===== src/rtl/alu_issue_arbiter_if.sv =====
`default_nettype none
// ============================================================================
// Module : alu_issue_arbiter_if
// Brief  : Bundles the two requester channels, the ALU drive/return signals
//          and the response channel of alu_issue_arbiter.
// Rev    : 1.0 - initial release
// ============================================================================
interface alu_issue_arbiter_if #(
  parameter int DATA_W = 64
);
  // Requester 0 (CPU EX stage)
  logic              req0_valid;
  logic              req0_ready;
  logic [5:0]        req0_op;
  logic [1:0]        req0_width;
  logic [0:DATA_W-1] req0_a;
  logic [0:DATA_W-1] req0_b;
  // Requester 1 (NoC vector offload)
  logic              req1_valid;
  logic              req1_ready;
  logic [5:0]        req1_op;
  logic [1:0]        req1_width;
  logic [0:DATA_W-1] req1_a;
  logic [0:DATA_W-1] req1_b;
  // Shared ALU
  logic              alu_en;
  logic [5:0]        alu_op_o;
  logic [1:0]        width_o;
  logic [0:DATA_W-1] reg_a_o;
  logic [0:DATA_W-1] reg_b_o;
  logic [0:DATA_W-1] alu_out_i;
  // Response channel
  logic              resp_valid;
  logic              resp_ready;
  logic              resp_id;
  logic [0:DATA_W-1] resp_data;
  logic              resp_err;

  // Arbiter side
  modport slave (
    input  req0_valid, req0_op, req0_width, req0_a, req0_b,
    output req0_ready,
    input  req1_valid, req1_op, req1_width, req1_a, req1_b,
    output req1_ready,
    output alu_en, alu_op_o, width_o, reg_a_o, reg_b_o,
    input  alu_out_i,
    output resp_valid, resp_id, resp_data, resp_err,
    input  resp_ready
  );

  // Environment side: requesters, ALU and response consumer
  modport master (
    output req0_valid, req0_op, req0_width, req0_a, req0_b,
    input  req0_ready,
    output req1_valid, req1_op, req1_width, req1_a, req1_b,
    input  req1_ready,
    input  alu_en, alu_op_o, width_o, reg_a_o, reg_b_o,
    output alu_out_i,
    input  resp_valid, resp_id, resp_data, resp_err,
    output resp_ready
  );
endinterface
`default_nettype wire


===== src/rtl/alu_issue_arbiter.sv =====
`default_nettype none
// ============================================================================
// Module : alu_issue_arbiter
// Brief  : Round-robin sharing of one combinational vector ALU between the
//          CPU EX stage (port 0) and the NoC offload (port 1). Operands are
//          held on the ALU for an op-dependent number of cycles, then the
//          result is returned with the requester ID over valid/ready.
// Rev    : 1.0 - initial release
// ============================================================================
module alu_issue_arbiter #(
  parameter int DATA_W  = 64,
  parameter int MUL_LAT = 3,
  parameter int ALU_LAT = 1
) (
  input  wire logic          clk,
  input  wire logic          reset_n,
  alu_issue_arbiter_if.slave bus
);

  localparam int MAX_LAT = (MUL_LAT > ALU_LAT) ? MUL_LAT : ALU_LAT;
  localparam int CNT_W   = $clog2(MAX_LAT + 1);

  typedef enum logic [1:0] {
    S_IDLE = 2'd0,
    S_EXEC = 2'd1,
    S_RESP = 2'd2
  } state_t;

  state_t            r_state;
  logic              r_rr_ptr;
  logic              r_id;
  logic [CNT_W-1:0]  r_cnt;
  logic              r_alu_en;
  logic [5:0]        r_op;
  logic [1:0]        r_width;
  logic [0:DATA_W-1] r_a;
  logic [0:DATA_W-1] r_b;
  logic              r_resp_valid;
  logic              r_resp_id;
  logic              r_resp_err;
  logic [0:DATA_W-1] r_resp_data;

  logic              w_any;
  logic              w_grant;
  logic              w_accept;
  logic [5:0]        w_op;
  logic [1:0]        w_width;
  logic [0:DATA_W-1] w_a;
  logic [0:DATA_W-1] w_b;

  // Legal opcodes are 1..11 and 13; everything else returns an error.
  function automatic logic f_legal(input logic [5:0] op);
    return ((op >= 6'd1) && (op <= 6'd11)) || (op == 6'd13);
  endfunction

  function automatic logic f_is_mul(input logic [5:0] op);
    return (op == 6'd8) || (op == 6'd9);
  endfunction

  // Combinational grant: a lone requester wins, a tie goes to rr_ptr.
  // reset_n gates acceptance so both readies read 0 while held in reset.
  always_comb begin
    w_any    = bus.req0_valid | bus.req1_valid;
    w_grant  = (bus.req0_valid && bus.req1_valid) ? r_rr_ptr : bus.req1_valid;
    w_accept = reset_n && (r_state == S_IDLE) && w_any;
    w_op     = w_grant ? bus.req1_op    : bus.req0_op;
    w_width  = w_grant ? bus.req1_width : bus.req0_width;
    w_a      = w_grant ? bus.req1_a     : bus.req0_a;
    w_b      = w_grant ? bus.req1_b     : bus.req0_b;
  end

  assign bus.req0_ready = w_accept && !w_grant;
  assign bus.req1_ready = w_accept &&  w_grant;

  // Issue FSM: accept in IDLE, hold operands through EXEC, return in RESP.
  always_ff @(posedge clk or negedge reset_n) begin
    if (!reset_n) begin
      r_state      <= S_IDLE;
      r_rr_ptr     <= 1'b0;
      r_id         <= 1'b0;
      r_cnt        <= '0;
      r_alu_en     <= 1'b0;
      r_op         <= '0;
      r_width      <= '0;
      r_a          <= '0;
      r_b          <= '0;
      r_resp_valid <= 1'b0;
      r_resp_id    <= 1'b0;
      r_resp_err   <= 1'b0;
      r_resp_data  <= '0;
    end else begin
      case (r_state)
        S_IDLE: begin
          if (w_any) begin
            r_op     <= w_op;
            r_width  <= w_width;
            r_a      <= w_a;
            r_b      <= w_b;
            r_id     <= w_grant;
            r_rr_ptr <= ~w_grant;
            r_cnt    <= f_is_mul(w_op) ? CNT_W'(MUL_LAT) : CNT_W'(ALU_LAT);
            if (f_legal(w_op)) begin
              r_alu_en <= 1'b1;
              r_state  <= S_EXEC;
            end else begin
              // Illegal ops never touch the ALU and answer immediately.
              r_resp_valid <= 1'b1;
              r_resp_err   <= 1'b1;
              r_resp_data  <= '0;
              r_resp_id    <= w_grant;
              r_state      <= S_RESP;
            end
          end
        end
        S_EXEC: begin
          r_cnt <= r_cnt - CNT_W'(1);
          if (r_cnt == CNT_W'(1)) begin
            r_alu_en     <= 1'b0;
            r_resp_valid <= 1'b1;
            r_resp_data  <= bus.alu_out_i;
            r_resp_id    <= r_id;
            r_resp_err   <= 1'b0;
            r_state      <= S_RESP;
          end
        end
        S_RESP: begin
          if (bus.resp_ready) begin
            r_resp_valid <= 1'b0;
            r_state      <= S_IDLE;
          end
        end
        default: r_state <= S_IDLE;
      endcase
    end
  end

  assign bus.alu_en     = r_alu_en;
  assign bus.alu_op_o   = r_op;
  assign bus.width_o    = r_width;
  assign bus.reg_a_o    = r_a;
  assign bus.reg_b_o    = r_b;
  assign bus.resp_valid = r_resp_valid;
  assign bus.resp_id    = r_resp_id;
  assign bus.resp_data  = r_resp_data;
  assign bus.resp_err   = r_resp_err;

endmodule
`default_nettype wire


===== src/flat_wrapper.sv =====
// flat-port wrapper written by rule: the top's interface ports become plain ports
module alu_issue_arbiter_flat 
#(
  parameter int DATA_W  = 64,
  parameter int MUL_LAT = 3,
  parameter int ALU_LAT = 1
)
  (clk, reset_n, bus_req0_valid, bus_req0_op, bus_req0_width, bus_req0_a, bus_req0_b, bus_req0_ready, bus_req1_valid, bus_req1_op, bus_req1_width, bus_req1_a, bus_req1_b, bus_req1_ready, bus_alu_en, bus_alu_op_o, bus_width_o, bus_reg_a_o, bus_reg_b_o, bus_alu_out_i, bus_resp_valid, bus_resp_id, bus_resp_data, bus_resp_err, bus_resp_ready);
  alu_issue_arbiter_if #(.DATA_W(DATA_W)) bus_i ();
  input  wire logic clk;
  input  wire logic reset_n;
  input wire logic [$bits(bus_i.req0_valid)-1:0] bus_req0_valid;
  input wire logic [$bits(bus_i.req0_op)-1:0] bus_req0_op;
  input wire logic [$bits(bus_i.req0_width)-1:0] bus_req0_width;
  input wire logic [$bits(bus_i.req0_a)-1:0] bus_req0_a;
  input wire logic [$bits(bus_i.req0_b)-1:0] bus_req0_b;
  output wire logic [$bits(bus_i.req0_ready)-1:0] bus_req0_ready;
  input wire logic [$bits(bus_i.req1_valid)-1:0] bus_req1_valid;
  input wire logic [$bits(bus_i.req1_op)-1:0] bus_req1_op;
  input wire logic [$bits(bus_i.req1_width)-1:0] bus_req1_width;
  input wire logic [$bits(bus_i.req1_a)-1:0] bus_req1_a;
  input wire logic [$bits(bus_i.req1_b)-1:0] bus_req1_b;
  output wire logic [$bits(bus_i.req1_ready)-1:0] bus_req1_ready;
  output wire logic [$bits(bus_i.alu_en)-1:0] bus_alu_en;
  output wire logic [$bits(bus_i.alu_op_o)-1:0] bus_alu_op_o;
  output wire logic [$bits(bus_i.width_o)-1:0] bus_width_o;
  output wire logic [$bits(bus_i.reg_a_o)-1:0] bus_reg_a_o;
  output wire logic [$bits(bus_i.reg_b_o)-1:0] bus_reg_b_o;
  input wire logic [$bits(bus_i.alu_out_i)-1:0] bus_alu_out_i;
  output wire logic [$bits(bus_i.resp_valid)-1:0] bus_resp_valid;
  output wire logic [$bits(bus_i.resp_id)-1:0] bus_resp_id;
  output wire logic [$bits(bus_i.resp_data)-1:0] bus_resp_data;
  output wire logic [$bits(bus_i.resp_err)-1:0] bus_resp_err;
  input wire logic [$bits(bus_i.resp_ready)-1:0] bus_resp_ready;
  assign bus_i.req0_valid = bus_req0_valid;
  assign bus_i.req0_op = bus_req0_op;
  assign bus_i.req0_width = bus_req0_width;
  assign bus_i.req0_a = bus_req0_a;
  assign bus_i.req0_b = bus_req0_b;
  assign bus_req0_ready = bus_i.req0_ready;
  assign bus_i.req1_valid = bus_req1_valid;
  assign bus_i.req1_op = bus_req1_op;
  assign bus_i.req1_width = bus_req1_width;
  assign bus_i.req1_a = bus_req1_a;
  assign bus_i.req1_b = bus_req1_b;
  assign bus_req1_ready = bus_i.req1_ready;
  assign bus_alu_en = bus_i.alu_en;
  assign bus_alu_op_o = bus_i.alu_op_o;
  assign bus_width_o = bus_i.width_o;
  assign bus_reg_a_o = bus_i.reg_a_o;
  assign bus_reg_b_o = bus_i.reg_b_o;
  assign bus_i.alu_out_i = bus_alu_out_i;
  assign bus_resp_valid = bus_i.resp_valid;
  assign bus_resp_id = bus_i.resp_id;
  assign bus_resp_data = bus_i.resp_data;
  assign bus_resp_err = bus_i.resp_err;
  assign bus_i.resp_ready = bus_resp_ready;
  alu_issue_arbiter #(.DATA_W(DATA_W), .MUL_LAT(MUL_LAT), .ALU_LAT(ALU_LAT)) u_core (.clk(clk), .reset_n(reset_n), .bus(bus_i));
endmodule

===== config.mk =====
export PLATFORM = sky130hd
export DESIGN_NAME = alu_issue_arbiter_flat
export DESIGN_NICKNAME = d
export VERILOG_FILES = /design/src/rtl/alu_issue_arbiter_if.sv /design/src/rtl/alu_issue_arbiter.sv /design/src/flat_wrapper.sv
export SDC_FILE = /design/constraint.sdc
export NUM_CORES = 1
export LEC_CHECK = 0
export BUFFER_PORTS_ARGS = -buffer_cell sky130_fd_sc_hd__buf_2
export CORE_AREA = 5 5 208 210
export DETAILED_ROUTE_END_ITERATION = 8
export DIE_AREA = 0 0 213 215
export SETUP_SLACK_MARGIN = 0.05
export SLEW_MARGIN = 30
export SYNTH_ARGS = -nofsm -noshare
export SYNTH_HDL_FRONTEND = slang
export SYNTH_SLANG_ARGS = --single-unit

===== constraint.sdc =====
create_clock -name clk -period 1.77 [get_ports clk]
set_clock_uncertainty 0.15 [all_clocks]
set_input_delay 0 -clock clk [delete_from_list [all_inputs] [get_ports clk]]
set_output_delay 0 -clock clk [all_outputs]
set_load 0.05 [all_outputs]

Word level (Yosys, flattened, before mapping)
Cells that the tools add are included.
{"block": "classes", "n_bitwise": 2, "n_lt_le_gt_ge": 2, "n_reduce_logical": 18, "add_sub_neg": 1, "mux": 31, "eq_ne": 11}
{"op": "$mux 64", "n": 5}
{"op": "$pmux 64 s2", "n": 1}
{"op": "$eq 6x4->1 const B", "n": 3}
{"op": "$mux 2", "n": 7}
{"op": "$mux 1", "n": 11}
{"op": "$reduce_and 4->1", "n": 2}
{"op": "$ge 6x1->1 const B", "n": 1}
{"op": "$le 6x4->1 const B", "n": 1}
{"op": "$logic_and 1x1->1", "n": 6}
{"op": "$mux 6", "n": 1}
{"op": "$ne 2x2->1 const B", "n": 3}
{"op": "$pmux 1 s2", "n": 3}
{"op": "$pmux 2 s3", "n": 1}
{"op": "$reduce_and 5->1", "n": 1}
{"op": "$eq 2x1->1 const B", "n": 2}
{"op": "$ne 2x1->1 const B", "n": 2}
{"op": "$pmux 2 s2", "n": 1}
{"op": "$reduce_and 2->1", "n": 2}
{"op": "$pmux 1 s3", "n": 1}
{"op": "$reduce_and 3->1", "n": 1}
{"op": "$reduce_bool 3->1", "n": 1}
{"op": "$eq 2x2->1 const B", "n": 1}
{"op": "$logic_not 2->1", "n": 1}
{"op": "$logic_or 1x1->1", "n": 2}
{"op": "5 further kinds", "n": 5}
{"block": "word_totals", "reg_bits": 210, "inputBits": 341, "elab_cells": 78}

Logic depth before layout (Yosys ltp)
Gate-level depths: netlist of the first run.
{"block": "depth", "word_depth": 9, "ltp_mapped": 8, "depth_no_buf": 6}

Worst setup path after synthesis of the first run
No wires, ideal clock.
{"block": "synth_path", "kind": "register to output", "from": "reg u_core.r_rr_ptr", "to": "out bus_req0_ready", "t_required_ns": 1.620, "path_slack_ns": -0.694, "n_path_buf": 3, "path_stages_with_launch": 7, "arrival_ns": 2.314, "path_cell_list": "dfrtp_1 -> nand2b_1 -> and2_1 -> buf_4 -> buf_2 -> buf_2 -> nor3b_1"}
{"block": "synth_via", "elab_chain_len": 3}
{"item": "start: declaration", "line": "alu_issue_arbiter.sv:30", "source": "logic r_rr_ptr;"}
{"item": "start signal: assignment", "line": "alu_issue_arbiter.sv:100", "source": "r_rr_ptr <= ~w_grant;"}
{"item": "$mux 1", "line": "alu_issue_arbiter.sv:64", "source": "w_grant = (bus.req0_valid && bus.req1_valid) ? r_rr_ptr : bus.req1_valid;"}
{"item": "$logic_not 1->1", "line": "alu_issue_arbiter.sv:72", "source": "assign bus.req0_ready = w_accept && !w_grant;"}
{"item": "$logic_and 1x1->1", "line": "alu_issue_arbiter.sv:72"}
{"item": "end: declaration", "line": "flat_wrapper.sv:17", "source": "output wire logic [$bits(bus_i.req0_ready)-1:0] bus_req0_ready;"}
No other way between the ends.

Worst setup path after layout of the first run
{"block": "layout_path", "from": "reg u_core.r_rr_ptr", "to": "reg u_core.r_resp_data, in the netlist u_core.bus.resp_data[19]"}
{"block": "layout_via", "elab_chain_len": 7, "word_cells_on_any_way": 9, "classes_between": "2 x order compare; 2 x eq/ne; 2 x mux; 3 x reduce/logical"}
{"item": "$mux 1 (*)", "line": "alu_issue_arbiter.sv:64"}
{"item": "$mux 6 (*)", "line": "alu_issue_arbiter.sv:66", "source": "w_op = w_grant ? bus.req1_op : bus.req0_op;"}
{"item": "$ge 6x1->1 / $le 6x4->1 (equally long branches)", "line": "alu_issue_arbiter.sv:53", "source": "return ((op >= 6'd1) && (op <= 6'd11)) || (op == 6'd13);"}
{"item": "$logic_and 1x1->1", "line": "alu_issue_arbiter.sv:53"}
{"item": "$logic_or 1x1->1 (*)", "line": "alu_issue_arbiter.sv:53"}
{"item": "$ne 2x2->1 (no source line) (*)"}
{"item": "$reduce_and 4->1 (no source line) (*)"}
{"item": "end signal: assignment", "line": "alu_issue_arbiter.sv:120", "source": "r_resp_data <= bus.alu_out_i;"}
{"item": "end: declaration", "line": "alu_issue_arbiter.sv:41", "source": "logic [0:DATA_W-1] r_resp_data;"}
Mark *: on every way between the ends. The rest lies on a longest branch, timed or not.
A chain may end at the register's enable or synchronous reset.

==> results.json, run 1 <==
{
  "ys_ff_latch": 210,
  "timing.slew.headroom_pct": 66.7,
  "synth_enable_flop_cells": 0,
  "synth_sequential_area_ratio_pct": 60.1,
  "slew_viol_final": 0,
  "rrSetupSlack_ns": -0.23,
  "r2r-end": "u_core.bus.resp_data[19]",
  "final_cell_mix": "sky130_fd_sc_hd__buf_2, sky130_fd_sc_hd__dlygate4sd3_1, sky130_fd_sc_hd__dfrtp_1",
  "post_drt_via_cell_ratio": 4.77,
  "fin_crit_sh_pct": 113,
  "synth.distinct_cells": 35,
  "tightestPinTransition_ns": 0.498,
  "post-route-worst-setup-slack_ns": -0.226,
  "buffer_ports.inserted": 546,
  "layout.cells.most_common": "sky130_fd_sc_hd__buf_2",
  "area_delta_synth_final_pct": 97.8,
  "reg_to_reg_startpoint": "u_core.r_rr_ptr",
  "fillerInstances": 3669,
  "dp_slack_ns": -0.122,
  "drc": 0,
  "ctsLongestPathBuffers": 3,
  "hold_buf_cts": 343,
  "startpoint_type": "flip-flop",
  "fp-row-count": 75,
  "drt-initial-drc-count": 738,
  "die_y_extent_microns": 215,
  "wl_microns": 44800,
  "cellLeakagePower_nw": 8.53,
  "clock_tree_from_tritoncts": "built",
  "antenna_found_initial": 1,
  "finalHoldViolations": 17,
  "post_route_cells_drive_above_1_share_pct": 40.6,
  "die_w_microns": 213,
  "drt_wl_cell_microns": 19.6,
  "peak_fanout_along_the_critical_path": 32,
  "pwr_density_cell_nw_per_um2": 1710,
  "cp_class": "reg2reg",
  "irDropWorstVdd_mv": 0.971,
  "ant_nets": 0,
  "cts_inserted_buffers": 25,
  "initial_utilization_pct": 21.1,
  "final_util_pct": 41.8,
  "required_ns": 2.04,
  "hold_ws_ns": -0.138,
  "cts_root_buffer": "sky130_fd_sc_hd__clkbuf_16",
  "dp.cells": 1878,
  "reg2reg_depth": 7,
  "design.portCount": 547,
  "dpl.hpwl_microns": 26600,
  "critPathLaunch": "u_core.r_rr_ptr",
  "post_synthesis_net_count": 1157,
  "clkSlewWorstSetupHoldPaths_ns": 0.06,
  "route.vias.total": 10900,
  "largest_net_degree_at_the_start_of_global_routing": 87,
  "synthesis.instances": 815,
  "drv_cap": 0,
  "drt_pre_antenna_iters": 8,
  "capture_point_of_the_critical_path": "u_core.bus.resp_data[19]",
  "cts.sink_count": 210,
  "ys_warn_count": 0,
  "globalRouteTotalUtil_pct": 18.0,
  "arrival_ns": 2.26,
  "rsz0062_at_grt": "yes",
  "worst_hold_path_type": "in2reg",
  "critical_path.endpoint_type": "flip-flop",
  "total_power_mw": 29.5,
  "fp.coreArea_sq_um": 41400,
  "globalplace.congestion": 0.880,
  "status": "complete, but fails checks",
  "synthesized_area_divided_by_synthesized_cell_count_sq_um": 10.7,
  "global_route_wire_length_before_repair_microns": 65800,
  "mappedNetlistArea_sq_um": 8740,
  "h-tree-depth": 1,
  "die_area_sq_um": 45800,
  "max_clock_freq_mhz": 501,
  "worstSkewPairLatency_ns": 0.53,
  "gr-total-overflow": 0,
  "yosys_most_used_dff": "sky130_fd_sc_hd__dfrtp_1",
  "ys_async_sr_fraction_pct": 100,
  "final_nets": 2067,
  "finalWorstPathRequiredPeriod_ns": 2.00,
  "stdcell_count": 2283,
  "failing_checks": "hold timing, setup timing",
  "setup_viol_count_final": 191,
  "vias_in_the_first_global_route": 12000
}
[layout make-up]
type	instances	area (sq um)	area share, %
clock buffer	33	696	4.02
sequential	210	5260	30.4
antenna	1	2.50	0.0145
clock inverter	12	194	1.12
tap	539	674	3.90
timing repair buffer	959	7080	40.9
inverter	4	15.0	0.0868
multi-input combinational	525	3370	19.5
[power breakdown]
group	switching (mW)	internal, mW	total (mW)
registers	1.18	6.75	7.93
clock network	2.09	3.48	5.57
logic	11.6	4.49	16.0
total	14.8	14.7	29.5
[state kept, by name, indices dropped and copies added, names as in the netlist]
register               count
u_core.bus.alu_en          1
u_core.bus.resp_valid      1
u_core.r_cnt               2
u_core.bus.reg_a_o        64
u_core.bus.width_o         2
u_core.r_state             2
u_core.bus.resp_err        1
u_core.bus.resp_id         1
u_core.bus.resp_data      64
u_core.r_rr_ptr            1
u_core.bus.reg_b_o        64
u_core.r_id                1
u_core.bus.alu_op_o        6
[layer usage]
layer,wire [microns],GRT usage [%],up-vias
li1,-,-,4808
met1,16300,19.9,5105
met2,21300,30.4,784
met3,4250,5.16,191
met4,2860,10.8,0
met5,0,0,-
[worst max-delay path: stages, from the launching register on]
cell                        delay, ns
sky130_fd_sc_hd__dfrtp_1         0.39
sky130_fd_sc_hd__nand2b_4        0.15
sky130_fd_sc_hd__and2_4          0.16
sky130_fd_sc_hd__buf_4           0.18
sky130_fd_sc_hd__a32oi_4         0.27
sky130_fd_sc_hd__o21ai_4         0.13
sky130_fd_sc_hd__clkbuf_16       0.23
sky130_fd_sc_hd__a22o_1          0.20
[repair_timing]
item                                   4_1_cts  5_1_grt
gates cloned                                 2        3
setup endpoints to repair                  147      217
endpoints found under the hold margin      417       16
gates resized for setup                     35       50
buffers inserted                             7        5
pin swaps                                    2        3
[cells in the mapped netlist, types with 5 or more instances]
library cell	instances	area, sq um
sky130_fd_sc_hd__buf_2	23	115
sky130_fd_sc_hd__o21ai_1	102	510
sky130_fd_sc_hd__nor2_1	13	48.8
sky130_fd_sc_hd__a22o_1	64	561
sky130_fd_sc_hd__a22oi_1	131	983
sky130_fd_sc_hd__buf_4	5	37.5
sky130_fd_sc_hd__mux2i_1	6	60.1
sky130_fd_sc_hd__o21ai_0	37	185
sky130_fd_sc_hd__a21oi_1	6	30.0
sky130_fd_sc_hd__buf_1	6	22.5
sky130_fd_sc_hd__clkbuf_1	41	154
sky130_fd_sc_hd__nand2_1	137	514
sky130_fd_sc_hd__dfrtp_1	210	5260
[logic make-up (layout without fill, tap and decap cells)]
| kind of cell | after synthesis | after routing | synth area share [%] |
|---|---|---|---|
| compound gates | 348 | 348 | 27.0 |
| buf+inv | 80 | 1008 | 4.06 |
| mux | 9 | 9 | 1.07 |
| flops | 210 | 210 | 60.1 |
| simple gates | 167 | 167 | 7.66 |
| fa+ha+maj | 1 | 1 | 0.143 |
| other cells | 0 | 1 | 0 |
[worst min path at each step]
stage | cells after the start | to | from | slack, ns
2_1_floorplan | 0 | u_core.bus.alu_en | reset_n | -0.45
3_3_place_gp | 1 | u_core.bus.resp_data[27] | reset_n | -0.27
3_5_place_dp | 1 | u_core.bus.resp_data[27] | reset_n | -0.27
4_1_cts | 5 | u_core.r_cnt[0] | bus_req0_valid | -0.17
5_1_grt | 5 | u_core.r_cnt[0] | bus_req0_valid | -0.08
6_report | 5 | u_core.r_cnt[0] | bus_req0_valid | -0.14
[per-stage QoR]
stage	cell area [sq um]	TNS, ns
finish	17300	-26.41
global route	17300	-35.61
CTS	17000	-25.63
detailed placement	12500	-8.66
global placement	12500	-4.39
floorplan	8790	-1.47
Note: power is estimated with default switching activity, not from simulation.
==> inputs of run 2 (changes only) <==
Settings changed: CELL_PAD_IN_SITES_DETAIL_PLACEMENT from default to 1, CELL_PAD_IN_SITES_GLOBAL_PLACEMENT from default to 2, CORE_AREA 5 5 208 210 to default, CORE_ASPECT_RATIO from default to 0.5, CORE_MARGIN from default to 5, CORE_UTILIZATION from default to 22, DIE_AREA 0 0 213 215 to default, PLACE_DENSITY_LB_ADDON from default to 0.1.
==> results.json, run 2 (synthesis gave the netlist of run 1 again) <==
{
  "status": "complete, but fails checks",
  "rsz0062_at_grt": "yes",
  "globalplace.congestion": 0.775,
  "post-route-worst-setup-slack_ns": -0.145,
  "cp.buffers_inverters": 2,
  "irDropWorstVdd_mv": 0.850,
  "hold_ws_ns": 0.0312,
  "finalHoldViolations": 0,
  "failing_checks": "setup timing",
  "cts.sink_count": 210,
  "total_area_of_multi_input_combinational_cells_sq_um": 3860,
  "finalWorstPathRequiredPeriod_ns": 1.91,
  "arrival_ns": 2.18,
  "fin_area_sq_um": 18200,
  "dp_slack_ns": -0.120,
  "post_drt_via_cell_ratio": 4.65,
  "fp.coreArea_sq_um": 39100,
  "drt-initial-drc-count": 428,
  "die_area_sq_um": 44100,
  "largest_net_degree_at_the_start_of_global_routing": 133,
  "cp_slowest_cell": "sky130_fd_sc_hd__dfrtp_1",
  "worst_hold_path_type": "in2async",
  "initial_utilization_pct": 22.4,
  "total_power_mw": 29.6,
  "crit_family": "compound AO/OA/AOI/OAI gates",
  "ant_nets": 0,
  "final_util_pct": 46.6,
  "die_y_extent_microns": 151,
  "layout.cells.most_common": "sky130_fd_sc_hd__buf_2",
  "critical_path.endpoint_type": "flip-flop",
  "placed_area_sq_um": 12300,
  "cts_inserted_buffers": 23,
  "gr-total-overflow": 0,
  "drt_pre_antenna_iters": 4,
  "drt_wl_cell_microns": 22.1,
  "peak_fanout_along_the_critical_path": 36,
  "ctsLongestPathBuffers": 3,
  "pwr_density_cell_nw_per_um2": 1620,
  "startpoint_type": "flip-flop",
  "worstSkewPairLatency_ns": 0.53,
  "setup_viol_count_final": 190,
  "seq_area_sq_um": 5260,
  "die_w_microns": 292,
  "h-tree-depth": 1,
  "buffer_ports.inserted": 546,
  "final_cell_mix": "sky130_fd_sc_hd__buf_2, sky130_fd_sc_hd__dlygate4sd3_1, sky130_fd_sc_hd__dfrtp_1",
  "post_route_cells_drive_above_1_share_pct": 46.7,
  "fin_crit_sh_pct": 108,
  "fillerInstances": 4426,
  "design.portCount": 547,
  "area_delta_synth_final_pct": 108,
  "tightestPinTransition_ns": 0.677,
  "required_ns": 2.04,
  "max_clock_freq_mhz": 522,
  "globalRouteTotalUtil_pct": 20.6,
  "cp_slowest_stage_delay_ns": 0.38,
  "fp-row-count": 51,
  "timing.slew.headroom_pct": 54.9,
  "cts_root_buffer": "sky130_fd_sc_hd__clkbuf_16",
  "clkSlewWorstSetupHoldPaths_ns": 0.06,
  "vias_in_the_first_global_route": 11900,
  "timing.critical_path.cells": "nand2b_4, and2_4, buf_6, a32oi_4, o21ai_4, buf_12, a22o_1",
  "final_nets": 2080,
  "clock_tree_from_tritoncts": "built",
  "drv_cap": 0,
  "dpl.hpwl_microns": 29500,
  "drc": 0,
  "cellLeakagePower_nw": 8.71,
  "slew_viol_final": 0,
  "antenna_found_initial": 4,
  "route.vias.total": 10600,
  "global_route_wire_length_before_repair_microns": 70800,
  "cp_class": "reg2reg",
  "wl_microns": 50600
}
==> run 2: cell types whose count changed in the layout (fill, tap and decap cells not counted), moves of 3 or more <==
cell / previous run / this run
sky130_fd_sc_hd__buf_8: 3 / 13
sky130_fd_sc_hd__diode_2: 1 / 4
sky130_fd_sc_hd__clkinvlp_4: 2 / 7
sky130_fd_sc_hd__buf_16: 2 / 17
sky130_fd_sc_hd__a22oi_2: 31 / 130
sky130_fd_sc_hd__o21ai_0: 13 / 6
sky130_fd_sc_hd__o21ai_2: 0 / 3
sky130_fd_sc_hd__clkbuf_16: 28 / 34
sky130_fd_sc_hd__a22oi_1: 100 / 1
sky130_fd_sc_hd__bufinv_16: 5 / 0
sky130_fd_sc_hd__o21ai_1: 125 / 129
sky130_fd_sc_hd__buf_12: 16 / 13
sky130_fd_sc_hd__buf_4: 37 / 19
==> run 2: where the power goes <==
part | switching (mW) | internal [mW] | total, mW
registers | 1.03 | 6.74 | 7.77
clock network | 2.18 | 2.53 | 4.72
logic | 12.1 | 4.95 | 17.1
total | 15.3 | 14.2 | 29.6
==> run 2: routing by layer <==
layer	global-route usage (%)	up-vias	routed length (microns)
met4	11.6	2	2830
met5	0	-	12
met3	3.96	155	1960
met1	22.0	5275	18700
li1	-	4854	-
met2	38.8	350	27100
==> run 2: worst reg2reg max path, delay by kind of cell (launching register included) <==
family | cells | cell delay, ns
simple gates | 2 | 0.32
buf+inv | 2 | 0.34
compound gates | 3 | 0.61
flops | 1 | 0.38
==> run 2: through the flow <==
| stage | setup TNS, ns | std cells |
|---|---|---|
| floorplan | -1.47 | 815 |
| global placement | -5.09 | 1850 |
| detailed placement | -8.34 | 1850 |
| CTS | -16.32 | 2264 |
| global route | -24.62 | 2288 |
| finish | -13.32 | 2289 |
==> run 2: timing repair <==
action | 4_1_cts | 5_1_grt
endpoints found under the setup margin | 174 | 206
setup buffers | 14 | 7
hold buffers | 345 | 0
resized for setup | 103 | 127
pin swaps | 7 | 31
cloned | 13 | 15
endpoints found under the hold margin | 417 | 0
==> run 2: worst paths after layout <==
check	start	to	slack [ns]	cells past startpoint
worst max register to register	u_core.r_rr_ptr	u_core.bus.resp_data[26]	-0.14	7
worst min register to register	u_core.r_cnt[0]	u_core.r_cnt[0]	0.33	1
worst max-delay path	u_core.r_rr_ptr	u_core.bus.resp_data[26]	-0.14	7
worst min-delay path	reset_n	u_core.bus.reg_a_o[55]	0.03	3
max in group asynchronous	reset_n	u_core.bus.resp_data[26]	0.38	4
min in group clk	bus_alu_out_i[17]	u_core.bus.resp_data[46]	0.08	3
==> run 2: layout make-up <==
type / count / area share [%]
inverters: 4 / 0.0825
flip-flops and latches: 210 / 28.9
diodes: 4 / 0.0550
well taps: 530 / 3.64
repair buffers: 974 / 42.2
multi-input cells: 525 / 21.2
clock inverters: 14 / 0.502
clock buffers: 28 / 3.43
